## config.mk

```make
export PLATFORM = sky130hd
export DESIGN_NAME = uart_cmd_ctrl_flat
export DESIGN_NICKNAME = d
export VERILOG_FILES = /design/src/rtl/uart_cmd_ctrl_if.sv /design/src/rtl/uart_cmd_ctrl.sv /design/src/flat_wrapper.sv
export SDC_FILE = /design/constraint.sdc
export NUM_CORES = 1
export LEC_CHECK = 0
export BUFFER_PORTS_ARGS = -buffer_cell sky130_fd_sc_hd__buf_2
export CELL_PAD_IN_SITES_DETAIL_PLACEMENT = 0
export CELL_PAD_IN_SITES_GLOBAL_PLACEMENT = 1
export CORE_MARGIN = 8
export CORE_UTILIZATION = 38
export DETAILED_ROUTE_END_ITERATION = 7
export PLACE_DENSITY = 0.78
export SLEW_MARGIN = 0
export SYNTH_ARGS = -nofsm -noshare
export SYNTH_HDL_FRONTEND = slang
export SYNTH_SLANG_ARGS = --single-unit
```

## constraint.sdc

```tcl
create_clock -name clk -period 2.4 [get_ports clk]
set_clock_uncertainty 0.2 [all_clocks]
set_input_delay 0.48 -clock clk [delete_from_list [all_inputs] [get_ports clk]]
set_output_delay 0.48 -clock clk [all_outputs]
set_load 0.005 [all_outputs]
```

## src/rtl/uart_cmd_ctrl_if.sv

```systemverilog
// rtl/uart_cmd_ctrl_if.sv - UART byte stream and register bus seen by the command controller
interface uart_cmd_ctrl_if #(
  parameter int DATA_WIDTH = 8,
  parameter int ADDR_WIDTH = 4
);
  logic                  rx_valid;
  logic [DATA_WIDTH-1:0] rx_data;
  logic                  tx_ready;
  logic                  tx_start;
  logic [DATA_WIDTH-1:0] tx_data;
  logic [ADDR_WIDTH-1:0] reg_addr;
  logic                  reg_wr_en;
  logic [DATA_WIDTH-1:0] reg_wr_data;
  logic [DATA_WIDTH-1:0] reg_rd_data;

  modport master (
    input  rx_valid, rx_data, tx_ready, reg_rd_data,
    output tx_start, tx_data, reg_addr, reg_wr_en, reg_wr_data
  );

  modport slave (
    output rx_valid, rx_data, tx_ready, reg_rd_data,
    input  tx_start, tx_data, reg_addr, reg_wr_en, reg_wr_data
  );
endinterface

```

## src/rtl/uart_cmd_ctrl.sv

```systemverilog
// rtl/uart_cmd_ctrl.sv - parses UART command bytes into register reads/writes, one response byte each
module uart_cmd_ctrl #(
  parameter int                    DATA_WIDTH   = 8,
  parameter int                    ADDR_WIDTH   = 4,
  parameter int                    TIMEOUT_CLKS = 50_000,
  parameter logic [DATA_WIDTH-1:0] ACK_BYTE     = 8'hA5,
  parameter logic [DATA_WIDTH-1:0] NAK_BYTE     = 8'hEE
) (
  input  logic             clk,
  input  logic             rst,
  uart_cmd_ctrl_if.master  bus,
  output logic             busy,
  output logic             timeout,
  output logic             overrun
);

  localparam int TW = $clog2(TIMEOUT_CLKS + 1);
  localparam logic [DATA_WIDTH-1:0] LOW_MASK  = DATA_WIDTH'((1 << ADDR_WIDTH) - 1);
  // Bits between the address field and the read/write flag must be zero.
  localparam logic [DATA_WIDTH-1:0] RSVD_MASK = ~LOW_MASK & {1'b0, {(DATA_WIDTH-1){1'b1}}};

  typedef enum logic [2:0] {IDLE, WAIT_DATA, WRITE, READ, SEND} state_t;

  state_t                state_q, state_nxt;
  logic [DATA_WIDTH-1:0] tx_data_q, tx_data_nxt;
  logic [ADDR_WIDTH-1:0] addr_q, addr_nxt;
  logic [DATA_WIDTH-1:0] wdata_q, wdata_nxt;
  logic [TW-1:0]         timer_q, timer_nxt;
  logic                  tx_start_c, wr_en_c, timeout_c, overrun_c;
  logic                  malformed;

  assign malformed = |(bus.rx_data & RSVD_MASK);

  always_ff @(posedge clk) begin
    if (rst) begin
      state_q   <= IDLE;
      tx_data_q <= '0;
      addr_q    <= '0;
      wdata_q   <= '0;
      timer_q   <= '0;
    end else begin
      state_q   <= state_nxt;
      tx_data_q <= tx_data_nxt;
      addr_q    <= addr_nxt;
      wdata_q   <= wdata_nxt;
      timer_q   <= timer_nxt;
    end
  end

  always_comb begin
    state_nxt   = state_q;
    tx_data_nxt = tx_data_q;
    addr_nxt    = addr_q;
    wdata_nxt   = wdata_q;
    timer_nxt   = timer_q;
    tx_start_c  = 1'b0;
    wr_en_c     = 1'b0;
    timeout_c   = 1'b0;
    overrun_c   = 1'b0;
    case (state_q)
      IDLE: begin
        if (bus.rx_valid) begin
          addr_nxt = bus.rx_data[ADDR_WIDTH-1:0];
          if (malformed) begin
            tx_data_nxt = NAK_BYTE;
            state_nxt   = SEND;
          end else if (bus.rx_data[DATA_WIDTH-1]) begin
            timer_nxt = '0;
            state_nxt = WAIT_DATA;
          end else begin
            state_nxt = READ;
          end
        end
      end
      WAIT_DATA: begin
        // A data byte arriving on the expiry cycle still completes the write.
        if (bus.rx_valid) begin
          wdata_nxt = bus.rx_data;
          state_nxt = WRITE;
        end else if (timer_q == TW'(TIMEOUT_CLKS - 1)) begin
          timeout_c = 1'b1;
          state_nxt = IDLE;
        end else begin
          timer_nxt = timer_q + TW'(1);
        end
      end
      WRITE: begin
        overrun_c   = bus.rx_valid;
        wr_en_c     = 1'b1;
        tx_data_nxt = ACK_BYTE;
        state_nxt   = SEND;
      end
      READ: begin
        overrun_c   = bus.rx_valid;
        tx_data_nxt = bus.reg_rd_data;
        state_nxt   = SEND;
      end
      SEND: begin
        overrun_c = bus.rx_valid;
        if (bus.tx_ready) begin
          tx_start_c = 1'b1;
          state_nxt  = IDLE;
        end
      end
      default: state_nxt = IDLE;
    endcase
  end

  // Strobes are masked during reset so a pending write/response never leaks out.
  assign bus.tx_start    = tx_start_c & ~rst;
  assign bus.reg_wr_en   = wr_en_c & ~rst;
  assign bus.tx_data     = tx_data_q;
  assign bus.reg_addr    = addr_q;
  assign bus.reg_wr_data = wdata_q;
  assign busy            = (state_q != IDLE) & ~rst;
  assign timeout         = timeout_c & ~rst;
  assign overrun         = overrun_c & ~rst;

endmodule

```

## src/flat_wrapper.sv

```systemverilog
// flat-port wrapper written by rule: the top's interface ports become plain ports
module uart_cmd_ctrl_flat 
#(
  parameter int                    DATA_WIDTH   = 8,
  parameter int                    ADDR_WIDTH   = 4,
  parameter int                    TIMEOUT_CLKS = 50_000,
  parameter logic [DATA_WIDTH-1:0] ACK_BYTE     = 8'hA5,
  parameter logic [DATA_WIDTH-1:0] NAK_BYTE     = 8'hEE
)
  (clk, rst, busy, timeout, overrun, bus_rx_valid, bus_rx_data, bus_tx_ready, bus_reg_rd_data, bus_tx_start, bus_tx_data, bus_reg_addr, bus_reg_wr_en, bus_reg_wr_data);
  uart_cmd_ctrl_if #(.DATA_WIDTH(DATA_WIDTH), .ADDR_WIDTH(ADDR_WIDTH)) bus_i ();
  input  logic clk;
  input  logic rst;
  output logic busy;
  output logic timeout;
  output logic overrun;
  input wire logic [$bits(bus_i.rx_valid)-1:0] bus_rx_valid;
  input wire logic [$bits(bus_i.rx_data)-1:0] bus_rx_data;
  input wire logic [$bits(bus_i.tx_ready)-1:0] bus_tx_ready;
  input wire logic [$bits(bus_i.reg_rd_data)-1:0] bus_reg_rd_data;
  output wire logic [$bits(bus_i.tx_start)-1:0] bus_tx_start;
  output wire logic [$bits(bus_i.tx_data)-1:0] bus_tx_data;
  output wire logic [$bits(bus_i.reg_addr)-1:0] bus_reg_addr;
  output wire logic [$bits(bus_i.reg_wr_en)-1:0] bus_reg_wr_en;
  output wire logic [$bits(bus_i.reg_wr_data)-1:0] bus_reg_wr_data;
  assign bus_i.rx_valid = bus_rx_valid;
  assign bus_i.rx_data = bus_rx_data;
  assign bus_i.tx_ready = bus_tx_ready;
  assign bus_i.reg_rd_data = bus_reg_rd_data;
  assign bus_tx_start = bus_i.tx_start;
  assign bus_tx_data = bus_i.tx_data;
  assign bus_reg_addr = bus_i.reg_addr;
  assign bus_reg_wr_en = bus_i.reg_wr_en;
  assign bus_reg_wr_data = bus_i.reg_wr_data;
  uart_cmd_ctrl #(.DATA_WIDTH(DATA_WIDTH), .ADDR_WIDTH(ADDR_WIDTH), .TIMEOUT_CLKS(TIMEOUT_CLKS), .ACK_BYTE(ACK_BYTE), .NAK_BYTE(NAK_BYTE)) u_core (.clk(clk), .rst(rst), .bus(bus_i), .busy(busy), .timeout(timeout), .overrun(overrun));
endmodule
```

After elaboration in Yosys (flattened, before gate mapping)
Index checks and enable logic that the tools add are counted.
{"block": "totals", "ff_bits": 39, "in_bits": 20, "output_inout_bits": 25, "word_cells": 60}
{"block": "op_classes", "bitwise_logic": 6, "n_addsub": 1, "n_eq_ne": 13, "n_reduce_logical": 12, "mux": 23}
{"op": "$mux W16", "n": 5}
{"op": "$pmux W16 S2", "n": 1}
{"op": "$pmux W8 S3", "n": 1}
{"op": "$add A16 B1 Y16 const B", "n": 1}
{"op": "$eq A16 B16 Y1 const B", "n": 1}
{"op": "$mux W8", "n": 2}
{"op": "$mux W3", "n": 5}
{"op": "$ne A2 B2 Y1 const B", "n": 6}
{"op": "$pmux W3 S4", "n": 1}
{"op": "$mux W1", "n": 7}
{"op": "$eq A3 B2 Y1 const B", "n": 2}
{"op": "$reduce_and A3 Y1", "n": 2}
{"op": "$reduce_and A6 Y1", "n": 1}
{"op": "$reduce_bool A3 Y1", "n": 2}
{"op": "$reduce_or A3 Y1", "n": 2}
{"op": "$and A1 B1 Y1", "n": 5}
{"op": "$reduce_and A2 Y1", "n": 2}
{"op": "$eq A3 B1 Y1 const B", "n": 1}
{"op": "$eq A3 B3 Y1 const B", "n": 1}
{"op": "$logic_not A3 Y1", "n": 1}
{"op": "$ne A3 B2 Y1 const B", "n": 1}
{"op": "$mux W2", "n": 1}
{"op": "$ne A2 B1 Y1 const B", "n": 1}
{"op": "$reduce_bool A2 Y1", "n": 1}
{"op": "2 further kinds", "n": 2}

Logic depth before layout (Yosys ltp)
{"block": "depth", "depth_word": 5, "depth_mapped": 7, "ltp_nobuf": 6}

Least setup slack after synthesis
OpenSTA, ideal clock, no wires.
{"block": "synth_timing", "path_type": "reg2out", "startpoint": "register u_core.timer_q[12]", "endpoint": "output port timeout", "path_slack_ps": 233, "n_path_buf": 0, "t_arrival_ps": 1487, "t_required_ps": 1720, "path_stages_with_launch": 4, "cell_sequence": "dfxtp_1 > or3b_2 > or4_1 > nor4_1"}
{"block": "synth_via", "elab_chain_cells": 5}
{"element": "start, declared", "line_no": "uart_cmd_ctrl.sv:28", "text": "logic [TW-1:0] timer_q, timer_nxt;"}
{"element": "start signal, assigned", "line_no": "uart_cmd_ctrl.sv:46", "text": "timer_q <= timer_nxt;"}
{"element": "$eq A16 B16 Y1", "line_no": "uart_cmd_ctrl.sv:80", "text": "end else if (timer_q == TW'(TIMEOUT_CLKS - 1)) begin"}
{"element": "$mux W1", "line_no": "uart_cmd_ctrl.sv:80"}
{"element": "$mux W1", "line_no": "uart_cmd_ctrl.sv:77", "text": "if (bus.rx_valid) begin"}
{"element": "$mux W1", "line_no": "uart_cmd_ctrl.sv:60", "text": "case (state_q)"}
{"element": "$and A1 B1 Y1", "line_no": "uart_cmd_ctrl.sv:116", "text": "assign timeout = timeout_c & ~rst;"}
{"element": "end, declared", "line_no": "flat_wrapper.sv:15", "text": "output logic timeout;"}
No other way between the ends.

Final worst setup path
Same ends and word-level chain as after synthesis.

==> flow_summary_export.csv <==
group,metric,value,unit
yosys,synthArstFlopShare,0,%
cts,clock_latency,290,ps
timing,hold_viol,0,
yosys,yosysUniqueCellTypes,42,
yosys,yosys_warnings,0,
power,leakagePower,0.000973,uW
route,wl_per_cell,14.2,um
worst_setup_path,cp_top_family,"simple AND/OR/NAND/NOR gates",
worst_setup_path,crit_path_cell_trace,"or3b_4, or4_4, nor4_2, buf_2",
timing,fin_crit_sh,103,%
run_status,status,"complete, but fails checks",
yosys,synth_seq_area_share,43.5,%
timing,max_freq,405,MHz
global_routing,grt_overflow,0,
global_routing,grt_pass1_wl,7970,um
timing,relSlewSlack,68.6,%
die,die_area,7180,um^2
cells_and_area,syn2layout_area_growth,29.9,%
route,wirelength,4840,um
yosys,synth_top_cell_by_area,"dfxtp_1",
route,via_per_inst,5.43,
hold_path,hp-class,"input pin to flip-flop",
worst_setup_path,cp-end-kind,"output pin",
die,num_rows,25,
yosys,syn_area_per_cell,8.05,um^2
yosys,synth.area.top_cells,"dfxtp_1 (44%), a21oi_1 (8.4%), nor2_1 (5.9%)",
flow_run,maxCapViolCount,0,
cts,cts_sinks,39,
yosys,synth.most_common_cell,"dfxtp_1",
yosys,synth_edf_count,0,
worst_setup_path,crit_slowest_cell,"or4_4",
worst_setup_path,worst-path-max-fanout,2,
placed_design,place_congestion,0.819,
yosys,ys_seq_elements,39,
timing,rsz0062_at_grt,"true",
worst_setup_path,cp.arrival,1790,ps
timing,timing.final.ws_setup,-68.5,ps
cts,clk_pin_slew,70,ps
yosys,synth.top_cell.area_share,43.5,%
global_routing,grt_antenna_before_repair,0,
cells_and_area,fin_cells,341,
die,core,4630,um^2
run_status,violations,"setup timing",
worst_setup_path,cpPeakStageDelay,490,ps
die,io_pins,45,
placed_design,io_buffers,44,
cts,clock-root-buffer,"clkbuf_8",
cells_and_area,nFillCells,476,
timing,totalNegativeSetupSlack,-68.5,ps
global_routing,grt_max_degree,26,
worst_setup_path,path_buf_inv,1,
worst_setup_path,worstPathRequired,1720,ps
placed_design,place_area,2200,um^2
cts,cts_hold_buf,0,
cells_and_area,drive_above_1_share,29.3,%
route,routed-via-count,1851,
cells_and_area,final_util,50.4,%
cts,cts_buffers,5,
yosys,synth_ff_type,"dfxtp_1",
cts,cts_tree,"built",
worst_setup_path,cp-start-kind,"flip-flop",
cells_and_area,nets,308,
die,die_w,84.7,um
worst_setup_path,path_class,"flip-flop to output pin",
yosys,syn_area,1790,um^2
route,dr.pass1.iters,4,
route,ant_nets,0,
cts,clockBufferDepth,2,
route,drtIter0Drc,128,
power,vdd_drop_max,0.418,mV
global_routing,grt_use_total,13.5,%
power,p_per_area,566,nW/um^2
die,initial_core_util,38.8,%
yosys,synth_top_cells_by_count,"dfxtp_1 (39), a21oi_1 (30), nor2_1 (28)",
timing,worstMarginPinSlew,471,ps
cells_and_area,diodes,0,
yosys,syn-num-nets,244,
timing,slew_viol_final,0,
placed_design,placedCellCount,332,
global_routing,grt_pass1_vias,1675,
yosys,synthCells,223,
cts,cts_htree_levels,2,
route,drc,0,
timing,finalSetupViolations,1,
die,die_h,84.7,um
placed_design,dp_hpwl,3610,um
cells_and_area,finish.instance_area,2330,um^2
timing,period_minus_slack,2470,ps
[worst register-to-register path: stages (launching register included)]
cell	delay, ps
dfxtp_1	310
ha_1	210
nand4b_1	150
buf_4	150
nor4_4	50
a211o_1	350
or4_1	520
a21oi_1	140
[placed cells by master (no fill, tap or decap), types with 2 or more instances in the layout]
cell type,n
o21ai_0,7
nand2b_1,3
buf_4,23
nand2_1,27
a41oi_1,2
inv_1,3
a21oi_1,30
nand3_1,5
nand4b_1,3
nor2_1,28
clkbuf_8,5
nand4bb_1,2
mux2i_1,4
and3_1,5
nor2b_1,3
dfxtp_1,36
or4_1,2
nand4_1,2
or3_1,5
nor3_1,13
dfxtp_2,3
a211oi_1,2
a31oi_1,4
buf_2,44
o31ai_1,2
o21ai_1,5
[timing repair]
item / 4_1_cts / 5_1_grt
setup endpoints to repair: 1 / 1
gates resized for setup: 2 / 4
pin swaps: 2 / 0
setup buffers: 2 / 0
[stage by stage]
| stage | total power [uW] | hold slack, ps | setup slack [ps] |
|---|---|---|---|
| after CTS | 1340 | 229 | -80.0 |
| final | 1320 | 232 | -68.5 |
| after floorplan | 759 | 244 | 233 |
| after global placement | 816 | 239 | 58.7 |
| after detailed placement | 817 | 248 | 111 |
| after global routing | 1380 | 238 | -136 |
[final cells by class]
type	instances	area (um^2)	area share [%]
clock inverters	1	30.0	1.29
repair buffers	67	393	16.9
flip-flops and latches	39	785	33.7
well taps	54	67.6	2.90
inverters	3	11.3	0.483
clock buffers	6	72.6	3.11
multi-input cells	171	972	41.7
[report_power, final]
group	leakage, uW	switching, uW	total [uW]	internal (uW)
sequential	0.000318	11.2	677	665
clock	0.0000513	215	520	304
combinational	0.000603	69.6	124	54.0
total	0.000973	296	1320	1020
[logic make-up (layout without fill, tap and decap cells)]
| kind of cell | Yosys count | in the layout | synth area share, % |
|---|---|---|---|
| buf+inv | 13 | 77 | 3.00 |
| flops | 39 | 39 | 43.5 |
| compound gates | 57 | 57 | 18.6 |
| xor+xnor | 1 | 1 | 0.488 |
| mux | 4 | 4 | 2.23 |
| fa+ha+maj | 1 | 1 | 0.697 |
| simple gates | 108 | 108 | 31.5 |
[flip-flops by register name, summed over array words and instances, names as in the netlist]
signal / cells
u_core.bus.reg_wr_data: 8
u_core.timer_q: 16
u_core.state_q: 3
u_core.bus.tx_data: 8
u_core.bus.reg_addr: 4
[path summary, 6_finish.rpt]
check / from / endpoint / cells past startpoint / slack, ps
worst max register to register: u_core.timer_q[0]$_SDFFE_PP0P_ / u_core.timer_q[13]$_SDFFE_PP0P_ / 7 / 240
worst max-delay path: u_core.timer_q[12]$_SDFFE_PP0P_ / timeout / 4 / -70
worst min register to register: u_core.bus.reg_wr_data[1]$_SDFFE_PP0P_ / u_core.bus.reg_wr_data[1]$_SDFFE_PP0P_ / 2 / 260
worst min-delay path: bus_rx_data[1] / u_core.bus.reg_wr_data[1]$_SDFFE_PP0P_ / 3 / 230
[metal layers]
metal / global-route usage [%] / share of wire, % / up-vias
met3: 4.78 / 6.5 / 8
met2: 20.0 / 44 / 55
met1: 17.4 / 48 / 864
met4: 4.85 / 1.5 / 0
met5: 0 / 0 / -
li1: - / - / 924
(Power assumes the default switching activity.)
